### src/rtl/reset_sequencer.sv
// reset_sequencer
//   Turns PLL lock, raw reset buttons and a software request into NUM_OUT
//   staggered, synchronously released resets. It also reports the last
//   reset cause and a saturating count of reset requests.
//
// Ports
//   clk            single clock
//   reset_i        asynchronous active-high hard reset
//   locked_i       PLL lock (asynchronous, 2-FF synchronised)
//   btn_i          raw button pins (asynchronous, synchronised + debounced)
//   sw_reset_i     software reset request, synchronous to clk
//   reset_o        active-high resets, released in index order
//   ready_o        high once every reset_o bit is released
//   cause_o        last cause: 0 POR, 1 lock loss, 2 button, 3 software
//   reset_count_o  requests since reset_i, saturating at 255
//
// state      | meaning
// WAIT_LOCK  | all resets asserted, waiting for lock and no request
// HOLD       | lock stable, counting HOLD_CYCLES before release
// RELEASE    | dropping reset_o[k] every STAGGER_CYCLES
// RUN        | all resets released, ready_o high
module reset_sequencer #(
  parameter int NUM_OUT         = 4,
  parameter int NUM_BTN         = 1,
  parameter int BTN_ACTIVE_LOW  = 1,
  parameter int HOLD_CYCLES     = 31,
  parameter int STAGGER_CYCLES  = 16,
  parameter int DEBOUNCE_CYCLES = 1024
) (
  input  logic               clk,
  input  logic               reset_i,
  input  logic               locked_i,
  input  logic [NUM_BTN-1:0] btn_i,
  input  logic               sw_reset_i,
  output logic [NUM_OUT-1:0] reset_o,
  output logic               ready_o,
  output logic [1:0]         cause_o,
  output logic [7:0]         reset_count_o
);

  localparam int HW = $clog2(HOLD_CYCLES + 1);
  localparam int SW = $clog2(STAGGER_CYCLES + 1);
  localparam int DW = $clog2(DEBOUNCE_CYCLES);
  localparam logic [HW-1:0] HOLD_LAST = HW'(HOLD_CYCLES - 1);
  localparam logic [SW-1:0] STAG_LAST = SW'(STAGGER_CYCLES - 1);
  localparam logic [DW-1:0] DEB_LAST  = DW'(DEBOUNCE_CYCLES - 1);
  // Value of reset_o on the RELEASE entry edge: only bit 0 dropped.
  localparam logic [NUM_OUT-1:0] FIRST_DROP = ~NUM_OUT'(1);

  typedef enum logic [1:0] {
    S_WAIT_LOCK,
    S_HOLD,
    S_RELEASE,
    S_RUN
  } state_t;

  // Synchronisers. Buttons are normalised before synchronising so the
  // all-zero reset value means "released" regardless of pin polarity.
  logic               lock_meta_q, lock_s_q;
  logic [NUM_BTN-1:0] btn_norm, btn_meta_q, btn_sync_q;

  assign btn_norm = (BTN_ACTIVE_LOW != 0) ? ~btn_i : btn_i;

  always_ff @(posedge clk or posedge reset_i) begin
    if (reset_i) begin
      lock_meta_q <= 1'b0;
      lock_s_q    <= 1'b0;
      btn_meta_q  <= '0;
      btn_sync_q  <= '0;
    end else begin
      lock_meta_q <= locked_i;
      lock_s_q    <= lock_meta_q;
      btn_meta_q  <= btn_norm;
      btn_sync_q  <= btn_meta_q;
    end
  end

  // Debounce: a change is accepted only after DEBOUNCE_CYCLES consecutive
  // cycles of disagreement; any agreeing cycle restarts the count.
  logic [NUM_BTN-1:0] btn_deb_q, btn_deb_d;
  logic [DW-1:0]      deb_cnt_q [NUM_BTN];
  logic [DW-1:0]      deb_cnt_d [NUM_BTN];

  always_comb begin
    btn_deb_d = btn_deb_q;
    deb_cnt_d = '{default: '0};
    for (int i = 0; i < NUM_BTN; i++) begin
      if (btn_sync_q[i] != btn_deb_q[i]) begin
        if (deb_cnt_q[i] == DEB_LAST) btn_deb_d[i] = ~btn_deb_q[i];
        else                          deb_cnt_d[i] = deb_cnt_q[i] + 1'b1;
      end
    end
  end

  always_ff @(posedge clk or posedge reset_i) begin
    if (reset_i) begin
      btn_deb_q <= '0;
      deb_cnt_q <= '{default: '0};
    end else begin
      btn_deb_q <= btn_deb_d;
      deb_cnt_q <= deb_cnt_d;
    end
  end

  logic btn_req, lock_req, any_req;
  assign btn_req  = |btn_deb_q;
  assign lock_req = ~lock_s_q;
  assign any_req  = lock_req | btn_req | sw_reset_i;

  state_t             state_q;
  logic [HW-1:0]      hold_cnt_q;
  logic [SW-1:0]      stag_cnt_q;
  logic [NUM_OUT-1:0] reset_q;
  logic               ready_q;
  logic [1:0]         cause_q;
  logic [7:0]         count_q;

  always_ff @(posedge clk or posedge reset_i) begin
    if (reset_i) begin
      state_q    <= S_WAIT_LOCK;
      hold_cnt_q <= '0;
      stag_cnt_q <= '0;
      reset_q    <= '1;
      ready_q    <= 1'b0;
      cause_q    <= 2'd0;
      count_q    <= 8'd0;
    end else if (state_q == S_WAIT_LOCK) begin
      // A request that persists here is neither counted nor re-attributed.
      reset_q    <= '1;
      ready_q    <= 1'b0;
      hold_cnt_q <= '0;
      stag_cnt_q <= '0;
      if (!any_req) state_q <= S_HOLD;
    end else if (any_req) begin
      state_q    <= S_WAIT_LOCK;
      reset_q    <= '1;
      ready_q    <= 1'b0;
      hold_cnt_q <= '0;
      stag_cnt_q <= '0;
      if (count_q != 8'hFF) count_q <= count_q + 8'd1;
      if (lock_req)     cause_q <= 2'd1;
      else if (btn_req) cause_q <= 2'd2;
      else              cause_q <= 2'd3;
    end else begin
      case (state_q)
        S_HOLD: begin
          if (hold_cnt_q == HOLD_LAST) begin
            state_q    <= S_RELEASE;
            reset_q    <= FIRST_DROP;
            stag_cnt_q <= '0;
          end else begin
            hold_cnt_q <= hold_cnt_q + 1'b1;
          end
        end
        S_RELEASE: begin
          // Outputs drop low-index first, so a left shift releases the next one.
          if (reset_q == '0) begin
            state_q <= S_RUN;
            ready_q <= 1'b1;
          end else if (stag_cnt_q == STAG_LAST) begin
            reset_q    <= reset_q << 1;
            stag_cnt_q <= '0;
          end else begin
            stag_cnt_q <= stag_cnt_q + 1'b1;
          end
        end
        S_RUN: begin
          reset_q <= '0;
          ready_q <= 1'b1;
        end
        default: state_q <= S_WAIT_LOCK;
      endcase
    end
  end

  assign reset_o       = reset_q;
  assign ready_o       = ready_q;
  assign cause_o       = cause_q;
  assign reset_count_o = count_q;

endmodule

### config.mk
export PLATFORM = sky130hd
export DESIGN_NAME = reset_sequencer
export DESIGN_NICKNAME = d
export VERILOG_FILES = /design/src/rtl/reset_sequencer.sv
export SDC_FILE = /design/constraint.sdc
export NUM_CORES = 1
export LEC_CHECK = 0
export CAP_MARGIN = 30
export CORE_MARGIN = 4
export CORE_UTILIZATION = 56
export DETAILED_ROUTE_END_ITERATION = 6
export MAX_ROUTING_LAYER = met4
export PLACE_DENSITY = 0.81
export SKIP_CTS_REPAIR_TIMING = 1
export SYNTH_ARGS = -nofsm -noshare
export SYNTH_HDL_FRONTEND = slang
export SYNTH_SLANG_ARGS = --single-unit
### constraint.sdc
create_clock -name clk -period 2.4 [get_ports clk]
set_input_delay 0.48 -clock clk [delete_from_list [all_inputs] [get_ports clk]]
set_output_delay 0.48 -clock clk [all_outputs]
set_load 0.02 [all_outputs]
# Yosys cells after proc, flatten, opt, wreduce, memory -nomap -nowiden
# Cells that the tools add are included.
dict set report totals {
  register_bits 42
  input_bits 5
  output_inout_bits 15
  wordCells 82
}
dict set report classes {
  muxes 30
  n_bitwise 6
  n_reduce_logical 14
  addsub 4
  n_eq_ne 15
}
# operator n
set op_table {}
lappend op_table {{5-bit two-way mux} 9}
lappend op_table {{10-bit two-way mux} 2}
lappend op_table {{4-bit two-way mux} 5}
lappend op_table {{4-bit != test (second input constant)} 4}
lappend op_table {{2-bit two-way mux} 6}
lappend op_table {{4-bit case mux with 3 select lines} 1}
lappend op_table {{10-bit by 1-bit adder with 10-bit output (second input constant)} 1}
lappend op_table {{5-bit by 1-bit adder with 5-bit output (second input constant)} 2}
lappend op_table {{10-bit equality test (second input constant)} 1}
lappend op_table {{5-bit case mux with 2 select lines} 1}
lappend op_table {{8-bit by 1-bit adder with 8-bit output (second input constant)} 1}
lappend op_table {{8-bit != test (second input constant)} 1}
lappend op_table {{2-bit AND reduction} 4}
lappend op_table {{4-bit AND reduction} 2}
lappend op_table {{4-bit nonzero test} 2}
lappend op_table {{3-bit != test (second input constant)} 2}
lappend op_table {{2-bit case mux with 3 select lines} 1}
lappend op_table {{3-bit AND reduction} 2}
lappend op_table {{5-bit by 4-bit equality test with 1-bit output (second input constant)} 1}
lappend op_table {{5-bit equality test (second input constant)} 1}
lappend op_table {{5-bit nonzero test} 1}
lappend op_table {{2-bit equality test (second input constant)} 2}
lappend op_table {{4-bit zero test} 1}
lappend op_table {{1-bit two-way mux} 4}
lappend op_table {{other kinds (8)} 12}

# Longest topological paths before layout
dict set report logic_depth {
  depth_word 6
  depth_mapped 7
  depth_no_buf 6
}

# Worst setup path before layout
# Ideal clock, no wire load.
dict set report synth_path {
  path_kind {reg-to-reg}
  startpoint {reg count_q[0] (netlist: reset_count_o[0])}
  endpoint {reg count_q[1] (netlist: reset_count_o[1])}
  period_less_slack_ns 1.854
  setup_time_ns 0.125
  n_path_buf 0
  stages_incl_launch_ff 5
  path_slack_ns 0.546
  t_arrival_ns 1.730
  required_ns 2.275
  path_cell_list {dfrtp_1 > ha_1 > and3_1 > a211oi_2 > mux2_2}
}
dict set report synth_between {
  elab_chain_len 2
  elab_cells_between_ends 3
  classes_between {add/sub (1); eq/ne (1); reduce/logical (1)}
}
# element line_no
set synth_rtl {}
lappend synth_rtl {{start, declared} 116} ;# logic [7:0] count_q;
lappend synth_rtl {{start signal, assigned} 140} ;# if (count_q != 8'hFF) count_q <= count_q + 8'd1;
lappend synth_rtl {{branches (longest 2 deep; another with 8-bit by 1-bit adder with 8-bit output)} --}
# Parallel ways; which one is timed is not known.
# A chain may end at the register's enable or synchronous reset.

# Final worst setup path
dict set report layout_path {
  startpoint {reg state_q[0]}
  endpoint {reg stag_cnt_q[0]}
}
dict set report layout_between {
  elab_chain_len 4
  elab_cells_between_ends 10
  classes_between {eq/ne (4); mux (3); reduce/logical (3)}
}
# element line_no
set layout_rtl {}
lappend layout_rtl {{start, declared} 110} ;# state_t state_q;
lappend layout_rtl {{start signal, assigned} 120} ;# state_q <= S_WAIT_LOCK;
lappend layout_rtl {{start signal, assigned} 133} ;# if (!any_req) state_q <= S_HOLD;
lappend layout_rtl {{start signal, assigned} 135} ;# state_q <= S_WAIT_LOCK;
lappend layout_rtl {{2-bit equality test or 2-bit by 1-bit equality test with 1-bit output (tied branches)} 145} ;# case (state_q)
lappend layout_rtl {{5-bit case mux with 2 select lines} 145}
lappend layout_rtl {{5-bit two-way mux} 134} ;# end else if (any_req) begin
lappend layout_rtl {{5-bit two-way mux} 127} ;# end else if (state_q == S_WAIT_LOCK) begin
lappend layout_rtl {{end signal, assigned} 164} ;# stag_cnt_q <= stag_cnt_q + 1'b1;
lappend layout_rtl {{end, declared} 112} ;# logic [SW-1:0] stag_cnt_q;
# Several ways; a longest one is shown, not always the timed one.

==> flow_summary.ini <==
[synth]
synth_area_leaders = dfrtp_1 45%, ha_1 5.4%, dfstp_2 5.0%, xnor2_1 5.0%, nor2_1 3.4%
synth.yosys.seq_area_share_pct = 50.4
synth_fa_ha_area_share_pct = 5.38
ys_types = 43
synth_compound_gate_area_share_pct = 11.2
ys_top_cells_by_count = 38 x dfrtp_1, 19 x nor2_1, 15 x nand2_1
synth_most_common_cell = dfrtp_1
ys_async_sr_fraction_pct = 100
avgSynthCellArea_um2 = 10.6
synth_top_area_share_pct = 45.4
synth_xor_area_share_pct = 8.37
synth_edf_count = 0
ys.flop_type = dfrtp_1
synth_top_family_by_area = simple AND/OR/NAND/NOR gates
synth_area_mm2 = 0.00209
synth_simple_gate_area_share_pct = 19.6
yosys_register_bits = 42
ys_warn_count = 0
syn_nets = 212
synth.area.mux_share_pct = 2.09
synthCells = 198
synth.largest_area_cell = dfrtp_1

[routing]
viasPerCell = 5.70
detail_route.wl_per_cell_um = 15.2
first_pass_iters = 4
antenna_left = 0
drc = 0
drt-total-wl_um = 4110
drt_iter0_drc = 159
vias = 1544

[timing]
drv_slew = 0
fmax_mhz = 506
period_needed_ps = 1980
fin_tns_setup_ps = 0
skew_ps = 5.56
tightest_slew_ps = 700
period_share_pct = 82.4
finalHoldViolations = 0
slew_headroom_pct = 53.0
setup_viol_count_final = 0
rsz0062_at_grt = no

[clock_tree]
insertion_delay_ps = 300
htree_levels = 2
cts.sinks = 42
cts_inserted_buffers = 5
cts.clk_slew.worst_paths_ps = 80
cts_tree = done
root_buffer = clkbuf_8
cts_buffer_depth = 2

[power_and_ir_drop]
powerDensity_mw_per_mm2 = 855
clockPowerShare_pct = 22.2
pwr-share-comb_pct = 35.0
p_int_mw = 1.37
swShare_pct = 34.9
peakVddDrop_v = 0.000612
switching_power_uw = 732
power_leakage_nw = 1.05
pwr-share-seq_pct = 42.8

[grt]
antenna_found_initial = 0
first_global_vias = 1578
grt_start_max_net_pins = 43
overflow = 0
gr-usage-all-layers_pct = 19.5
grt_pass1_wl_um = 7380

[placed_design]
io_buffers = 19
dpl.hpwl_um = 2910
place_congestion = 0.828
postPlaceCellArea_mm2 = 0.00236

[floorplanning]
start_util_pct = 60.4
core_area_mm2 = 0.00347
rows = 21
die_w_um = 69.1
pin_count = 20
die-area_mm2 = 0.00478
die_y_um = 69.1

[layout]
seq_area_mm2 = 0.00106
fillers = 252
fin_area_mm2 = 0.00245
multi_input_area_um2 = 976
drive_gt1_share_pct = 11.6
syn_to_final_growth_pct = 17.2
nets = 238
antenna_cells = 0

[flow_run]
drv_cap = 0

[setup_path]
critPathLaunchType = flip-flop
end_kind = flip-flop
cp.required_ps = 2620
worst-path-max-fanout = 9
worstPathArrival_ps = 2200
path_class = reg -> reg

[hold_path]
hold_class = reg -> reg

[outcome]
outcome = finished clean
==> worst max-delay path, stage by stage, from the launching register on <==
cell and delay [ps]:
dfrtp_1 390, inv_1 100, ha_1 250, nor2b_1 220, a221oi_4 430, or3b_1 390, a21oi_1 130
==> sequential cells by signal, summed over array words and instances (netlist names) <==
register       flops
btn_sync_q         1
reset_count_o      8
btn_deb_q          1
cause_o            2
reset_o            4
lock_meta_q        1
deb_cnt_q         10
lock_s_q           1
hold_cnt_q         5
ready_o            1
btn_meta_q         1
state_q            2
stag_cnt_q         5
==> cells by family (layout without fill, tap and decap cells) <==
kind of cell,after synthesis,in the layout
AOI/OAI and AO/OA,29,29
adders and majority gates,9,9
buffers and inverters,16,43
and+or+nand+nor,78,78
xor gates and xnor gates,20,20
muxes,4,4
DFF,42,42
==> layout make-up <==
class	instances	share of cell area, %
multi-input combinational	140	39.8
inverter	10	1.53
sequential	42	43.0
clock buffer	7	3.52
clock inverter	1	0.204
tap	46	2.35
timing repair buffer	25	9.59
==> layout by cell type, fill, tap and decap left out, drive strengths merged, types with 2 or more instances in the layout <==
master         synthesis  layout
dfrtp                 38      38
nor2                  19      19
clkdlybuf4s50          0      19
nand2                 15      15
xnor2                 12      12
nand3                 11      11
inv                   10      10
a21oi                 10      10
nand4                 10      10
ha                     9       9
xor2                   8       8
clkbuf                 5       7
buf                    1       6
and3                   4       4
o22a                   4       4
nand2b                 4       4
nor3                   4       4
dfstp                  4       4
mux2                   3       3
and4                   2       2
nor2b                  2       2
and2                   2       2
a211oi                 2       2
a221oi                 2       2
==> through the flow <==
step                      total power [mW]  hold WS, ps  instances  setup slack, ps  utilization, %
after global placement                1.59          332        263              325            68.1
after global routing                  2.23          376        271              276            70.7
final                                 2.10          358        271              422            70.7
after floorplan                       1.38          331        198              546               -
after CTS                             2.11          363        271              427            70.7
after detailed placement              1.64          345        263              231            68.1
==> power by group through the flow <==
| stage | combinational, mW | clock (mW) | sequential [mW] |
|---|---|---|---|
| final | 0.734 | 0.465 | 0.898 |
| after global routing | 0.797 | 0.518 | 0.913 |
| after CTS | 0.737 | 0.479 | 0.897 |
| after detailed placement | 0.732 | 0 | 0.910 |
| after global placement | 0.696 | 0 | 0.897 |
| after floorplan | 0.413 | 0 | 0.963 |
==> routing by layer <==
metal	part of all wire (%)	vias to the layer above	GRT usage, %
met2	52	38	32.5
met3	4.1	8	5.52
li1	-	745	-
met4	1.6	0	7.38
met1	42	753	22.3
met5	0	-	-
==> worst paths after layout <==
check                                   end  slack (ps)        start  depth (start not counted)
max                           stag_cnt_q[0]         420   state_q[0]                          6
min                                lock_s_q         360  lock_meta_q                          0
max reg2reg                   stag_cnt_q[0]         420   state_q[0]                          6
min reg2reg                        lock_s_q         360  lock_meta_q                          0
max in group asynchronous        reset_o[3]        1420      reset_i                          3
min in group asynchronous  reset_count_o[4]         620      reset_i                          3
No activity file was read; power rests on OpenSTA's default activity.
